[config.mk]
export PLATFORM = sky130hd
export DESIGN_NAME = fetch_ctrl_flat
export DESIGN_NICKNAME = d
export VERILOG_FILES = /design/src/rtl/fetch_ctrl_if.sv /design/src/rtl/fetch_ctrl.sv /design/src/flat_wrapper.sv
export SDC_FILE = /design/constraint.sdc
export NUM_CORES = 1
export LEC_CHECK = 0
export ABC_AREA = 1
export CORE_MARGIN = 2
export CORE_UTILIZATION = 35
export DETAILED_ROUTE_END_ITERATION = 8
export PLACE_DENSITY = 0.62
export SKIP_CTS_REPAIR_TIMING = 1
export SLEW_MARGIN = 25
export SYNTH_ARGS = -nofsm -noshare
export SYNTH_HDL_FRONTEND = slang
export SYNTH_SLANG_ARGS = --single-unit
[constraint.sdc]
create_clock -name clk -period 1.76 [get_ports clk]
set_input_delay 0.264 -clock clk [delete_from_list [all_inputs] [get_ports clk]]
set_output_delay 0.264 -clock clk [all_outputs]
set_load 0.01 [all_outputs]
[src/rtl/fetch_ctrl_if.sv]
// Fetch-stage bundle: redirect/stall inputs toward the sequencer and the
// instruction-memory request it drives.
interface fetch_ctrl_if;
  localparam int unsigned XLEN = 32;

  logic            stall;
  logic            branch_taken;
  logic [XLEN-1:0] alu_out;
  logic            trap_req;
  logic            imem_req_valid;
  logic            imem_req_ready;
  logic [XLEN-1:0] imem_addr;
  logic [XLEN-1:0] pc_out;
  logic [XLEN-1:0] pc_plus4;
  logic            fetch_kill;

  // The sequencer is the request master toward instruction memory.
  modport master (
    input  stall, branch_taken, alu_out, trap_req, imem_req_ready,
    output imem_req_valid, imem_addr, pc_out, pc_plus4, fetch_kill
  );

  modport slave (
    output stall, branch_taken, alu_out, trap_req, imem_req_ready,
    input  imem_req_valid, imem_addr, pc_out, pc_plus4, fetch_kill
  );
endinterface

[src/rtl/fetch_ctrl.sv]
// Fetch-stage PC sequencer: owns the PC and the imem request handshake,
// arbitrating sequential advance, branch/trap redirects and hazard stalls.
module fetch_ctrl #(
  parameter logic [31:0] RESET_VECTOR = 32'h0000_0000,
  parameter logic [31:0] TRAP_VECTOR  = 32'h0000_0100
) (
  input  logic clk,
  input  logic rst,
  fetch_ctrl_if.master bus
);
  localparam int unsigned XLEN = 32;

  typedef enum logic [1:0] {
    ST_BOOT = 2'd0,
    ST_RUN  = 2'd1,
    ST_WAIT = 2'd2
  } state_e;

  state_e          state_q, state_d;
  logic [XLEN-1:0] pc_q, pc_d;
  logic            pend_valid_q, pend_valid_d;
  logic [XLEN-1:0] pend_pc_q, pend_pc_d;

  logic            redir;
  logic [XLEN-1:0] target;
  logic            req_valid;
  logic            hs;
  logic [XLEN-1:0] pc_plus4;

  // Redirect decode; trap outranks branch, branch targets are word aligned.
  always_comb begin
    redir  = bus.trap_req | bus.branch_taken;
    target = bus.trap_req ? TRAP_VECTOR : (bus.alu_out & ~XLEN'(32'h3));
  end

  // A request, once raised in WAIT, is held until accepted.
  always_comb begin
    req_valid = 1'b0;
    case (state_q)
      ST_RUN:  req_valid = ~bus.stall;
      ST_WAIT: req_valid = 1'b1;
      default: req_valid = 1'b0;
    endcase
  end

  assign hs       = req_valid & bus.imem_req_ready;
  assign pc_plus4 = pc_q + XLEN'(4);

  assign bus.imem_req_valid = req_valid;
  assign bus.imem_addr      = pc_q;
  assign bus.pc_out         = pc_q;
  assign bus.pc_plus4       = pc_plus4;
  assign bus.fetch_kill     = hs & (redir | pend_valid_q);

  // Next-state: PC selection and pending-redirect bookkeeping.
  always_comb begin
    state_d      = state_q;
    pc_d         = pc_q;
    pend_valid_d = pend_valid_q;
    pend_pc_d    = pend_pc_q;

    case (state_q)
      ST_BOOT: begin
        state_d = ST_RUN;
      end

      ST_RUN: begin
        if (req_valid) begin
          if (bus.imem_req_ready) begin
            pc_d = redir ? target : pc_plus4;
          end else begin
            state_d = ST_WAIT;
            if (redir) begin
              pend_valid_d = 1'b1;
              pend_pc_d    = target;
            end
          end
        end else if (redir) begin
          pc_d = target;
        end
      end

      ST_WAIT: begin
        if (bus.imem_req_ready) begin
          if (redir)             pc_d = target;
          else if (pend_valid_q) pc_d = pend_pc_q;
          else                   pc_d = pc_plus4;
          pend_valid_d = 1'b0;
          state_d      = ST_RUN;
        end else if (redir) begin
          // Newest redirect wins over any older pending one.
          pend_valid_d = 1'b1;
          pend_pc_d    = target;
        end
      end

      default: begin
        state_d      = ST_BOOT;
        pc_d         = RESET_VECTOR;
        pend_valid_d = 1'b0;
        pend_pc_d    = '0;
      end
    endcase
  end

  always_ff @(posedge clk or negedge rst) begin
    if (!rst) begin
      state_q      <= ST_BOOT;
      pc_q         <= RESET_VECTOR;
      pend_valid_q <= 1'b0;
      pend_pc_q    <= '0;
    end else begin
      state_q      <= state_d;
      pc_q         <= pc_d;
      pend_valid_q <= pend_valid_d;
      pend_pc_q    <= pend_pc_d;
    end
  end

  // An unaccepted request stays up with a stable address.
  a_req_hold : assert property (
    @(posedge clk) disable iff (!rst)
    (req_valid && !bus.imem_req_ready) |=> (req_valid && $stable(pc_q))
  );

  // A pending redirect only exists while a request is outstanding.
  a_pend_only_in_wait : assert property (
    @(posedge clk) disable iff (!rst)
    pend_valid_q |-> (state_q == ST_WAIT)
  );
endmodule
[src/flat_wrapper.sv]
// flat-port wrapper written by rule: the top's interface ports become plain ports
module fetch_ctrl_flat 
#(
  parameter logic [31:0] RESET_VECTOR = 32'h0000_0000,
  parameter logic [31:0] TRAP_VECTOR  = 32'h0000_0100
)
  (clk, rst, bus_stall, bus_branch_taken, bus_alu_out, bus_trap_req, bus_imem_req_ready, bus_imem_req_valid, bus_imem_addr, bus_pc_out, bus_pc_plus4, bus_fetch_kill);
  fetch_ctrl_if bus_i ();
  input  logic clk;
  input  logic rst;
  input wire logic [$bits(bus_i.stall)-1:0] bus_stall;
  input wire logic [$bits(bus_i.branch_taken)-1:0] bus_branch_taken;
  input wire logic [$bits(bus_i.alu_out)-1:0] bus_alu_out;
  input wire logic [$bits(bus_i.trap_req)-1:0] bus_trap_req;
  input wire logic [$bits(bus_i.imem_req_ready)-1:0] bus_imem_req_ready;
  output wire logic [$bits(bus_i.imem_req_valid)-1:0] bus_imem_req_valid;
  output wire logic [$bits(bus_i.imem_addr)-1:0] bus_imem_addr;
  output wire logic [$bits(bus_i.pc_out)-1:0] bus_pc_out;
  output wire logic [$bits(bus_i.pc_plus4)-1:0] bus_pc_plus4;
  output wire logic [$bits(bus_i.fetch_kill)-1:0] bus_fetch_kill;
  assign bus_i.stall = bus_stall;
  assign bus_i.branch_taken = bus_branch_taken;
  assign bus_i.alu_out = bus_alu_out;
  assign bus_i.trap_req = bus_trap_req;
  assign bus_i.imem_req_ready = bus_imem_req_ready;
  assign bus_imem_req_valid = bus_i.imem_req_valid;
  assign bus_imem_addr = bus_i.imem_addr;
  assign bus_pc_out = bus_i.pc_out;
  assign bus_pc_plus4 = bus_i.pc_plus4;
  assign bus_fetch_kill = bus_i.fetch_kill;
  fetch_ctrl #(.RESET_VECTOR(RESET_VECTOR), .TRAP_VECTOR(TRAP_VECTOR)) u_core (.clk(clk), .rst(rst), .bus(bus_i));
endmodule
==> Implementation_results.wiki <==
{| class="wikitable"
! Metric !! Value
|-
| Run status || finished, violations left
|-
| Violations in the final reports || negative setup slack
|-
| Fraction of the cycle the final worst path needs || 121%
|-
| Placed wire-length estimate || 14700 µm
|-
| Xor and xnor fraction of the mapped netlist area || 1.13%
|-
| CTS H-Tree Depth || 3
|-
| # Max-Cap Violations || 0
|-
| Max_slew headroom || 61.2%
|-
| Data arrival time of the critical path || 1.87 ns
|-
| Number of clock buffers inserted by TritonCTS || 9
|-
| Total power consumption of the routed design || 0.0130 W
|-
| Setup-failing EPs final || 77
|-
| Wire length of the first global-routing pass || 30700 µm
|-
| Via count of the first global-routing pass || 5706
|-
| Power density normalized to cell area || 1330 mW/mm²
|-
| Number of antenna violations at the first check in global routing || 0
|-
| Final worst path period need || 2.13 ns
|-
| Post-synth EDFFs || 0
|-
| DRC violation count after routing || 0
|-
| Number of vias per cell after detailed routing || 5.14
|-
| Per-instance average area after synthesis || 6.03 µm²
|-
| Proportion of synthesized area in mux cells || 0%
|-
| Async set or reset register ratio after synthesis || 100%
|-
| Hold Fails Final Rpt || 0
|-
| Count of different cell masters after synthesis || 32
|-
| Number of buffers added on ports || 127
|-
| Clock-pin transition on the worst setup and hold timing paths || 0.05 ns
|-
| Largest voltage drop on the vdd net || 1.13 mV
|-
| Crit end category || output pin
|-
| Final count of pins violating max slew || 0
|-
| Leakage || 4.95 nW
|-
| Total grt overflow || 0
|-
| Clock Sink Count || 63
|-
| Number of warnings issued by yosys || 0
|-
| Hold Crit Class || in -> async
|-
| Pre-CTS WS || -0.458 ns
|-
| Register area share after synthesis || 29.1%
|-
| Relative area change from synthesis to final layout || 80.1%
|-
| Routed Wire Length || 22900 µm
|-
| Synth top cells by count || nand2_1, inv_1, dfrtp_1
|-
| Peak clock frequency supported by timing || 0.469 GHz
|-
| Post-layout utilization of the core || 64.4%
|-
| Buffers from clock root to sink, at most || 2
|-
| Setup TNS after final layout || -14.38 ns
|-
| Post-synthesis compound-gate area fraction || 16.1%
|-
| Total Nets Final || 1214
|-
| Maximum number of pins on one net before global-route repair || 64
|-
| Die ar. || 0.0165 mm²
|-
| Prevailing post-synth register cell || dfrtp_1
|-
| Detail Route Antenna Nets || 0
|-
| Number of DRC markers in iteration 0 || 733
|-
| Startpoint type of the worst setup path || register
|-
| Clock skew after layout || 0.00903 ns
|-
| Area leader, netlist || dfrtp_1
|-
| Count of mapped cells out of synthesis || 897
|-
| Top Ports || 136
|-
| FF+latch area || 0.00159 mm²
|-
| Clock latency of the later-clocked register in the worst-skew pair || 0.34 ns
|-
| Initial core utilization || 35.7%
|-
| Multi-input gate area in the final layout || 0.00394 mm²
|-
| Setup Crit Path Kind || reg -> out
|-
| TritonCTS clock tree || done
|-
| Area of the placeable core || 0.0151 mm²
|-
| Number of placement rows || 45
|-
| Buffer type at the clock tree root || clkbuf_16
|-
| Area of the mapped netlist || 0.00541 mm²
|-
| Top-area cell type share of the netlist area || 29.1%
|-
| Total routing resource utilization after global routing || 24.0%
|-
| Most common cell in the synthesized netlist || nand2_1
|-
| Fillers || 1256
|-
| Worst Setup Slack, final || -0.373 ns
|-
| First drt pass iteration count || 5
|-
| Post-Synth Simple-Gate Area || 36.2%
|-
| Routed vias || 6999
|-
| Number of diodes || 0
|-
| Share of layout cells above drive strength 1 || 39.4%
|-
| Biggest area contributors in the synthesized netlist || dfrtp_1, nand2_1, inv_1
|-
| Required time of the critical path || 1.50 ns
|-
| Slew at the pin closest to its max-slew limit || 0.582 ns
|-
| Biggest fanout along the worst timing path || 4
|-
| Unrepaired setup endpoints after global routing || true
|-
| Per-cell routed wire length || 16.8 µm
|-
| Number of flip-flops and latches in the synthesized netlist || 63
|-
| Final Wtd Congestion || 0.867
|-
| Die Span X || 128 µm
|-
| Largest family of logic cells by synthesized area || simple AND/OR/NAND/NOR gates
|-
| Share of synthesized cell area in full adder, half adder and majority cells || 1.16%
|-
| Die height || 128 µm
|}
final cells by class:
class / count / share of cell area (%)
inverter: 100 / 3.97
tap: 188 / 2.41
multi-input combinational: 658 / 40.4
clock buffer: 13 / 2.67
sequential: 63 / 16.3
clock inverter: 1 / 0.0513
timing repair buffer: 339 / 34.2
state kept, by name, indices dropped and copies added, names as in the netlist:
name and flops:
u_core.pend_pc_q 30, u_core.bus.imem_addr 30, u_core.pend_valid_q 1, u_core.state_q 2
final timing paths:
kind	startpoint	end	slack, ns	depth (start not counted)
worst max-delay path	u_core.bus.imem_addr[9]	bus_pc_plus4[16]	-0.37	8
worst min register to register	u_core.pend_pc_q[24]	u_core.pend_pc_q[24]	0.51	2
worst min-delay path	rst	u_core.bus.imem_addr[25]	0.46	3
min in group clk	u_core.pend_pc_q[24]	u_core.pend_pc_q[24]	0.51	2
worst max register to register	u_core.state_q[1]	u_core.bus.imem_addr[26]	-0.27	13
max in group asynchronous	rst	u_core.bus.imem_addr[3]	0.97	3
routing by layer:
layer	track usage, %	part of all wire, %	vias to the layer above
met5	0	0	-
met4	6.98	2.5	0
met3	3.24	6.9	48
met2	34.1	46	322
met1	37.5	45	3258
li1	-	-	3371
critical path: stages (launching register included):
cell and delay (ns):
dfrtp_2 0.43, nand2_2 0.09, buf_4 0.15, nor2_2 0.15, nand2_2 0.11, o21bai_1 0.20
nand2_2 0.11, inv_1 0.11, dlymetal6s2s_1 0.17
cells by family after synthesis:
group,count (synthesis)
AO/OA/AOI/OAI,168
XOR/XNOR,7
adder cells (fa/ha/maj),5
buffers and inverters,181
flip-flops,63
other,1
AND/OR/NAND/NOR,472
placed cells by master (no fill, tap or decap), types with 4 or more instances in the layout:
cell and instances:
clkbuf_2 4, nor2_4 27, nand2_2 67, o21bai_1 4
buf_12 11, a21oi_2 19, a21oi_1 30, buf_4 149
a21oi_4 6, dfrtp_1 56, nor2_2 10, dlymetal6s2s_1 17
nand3_1 42, nand3_4 5, buf_6 56, inv_1 83
nand2_4 16, ha_4 4, inv_2 13, o21ai_2 19
clkbuf_16 18, nand4_1 29, nand2_1 241, clkdlybuf4s50_1 83
o21ai_1 46, dfrtp_2 7, nor2_1 28, o21ai_0 34
buf_2 7, conb_1 6
stage by stage:
stage          cell area (µm²)  hold slack (ns)  instances
2_1_floorplan             5450          -0.0316        902
3_3_place_gp              7720            0.318       1291
3_5_place_dp              7720            0.315       1291
4_1_cts                   7990          -0.0439       1305
5_1_grt                   9750            0.508       1362
6_report                  9750            0.463       1362
power breakdown:
part	total, W	leakage [nW]	internal [W]	switching [W]
clock	0.00166	0.132	0.00101	0.000644
sequential	0.00223	0.847	0.00187	0.000367
combinational	0.00909	3.97	0.00432	0.00477
No activity file was read; power rests on OpenSTA's default activity.
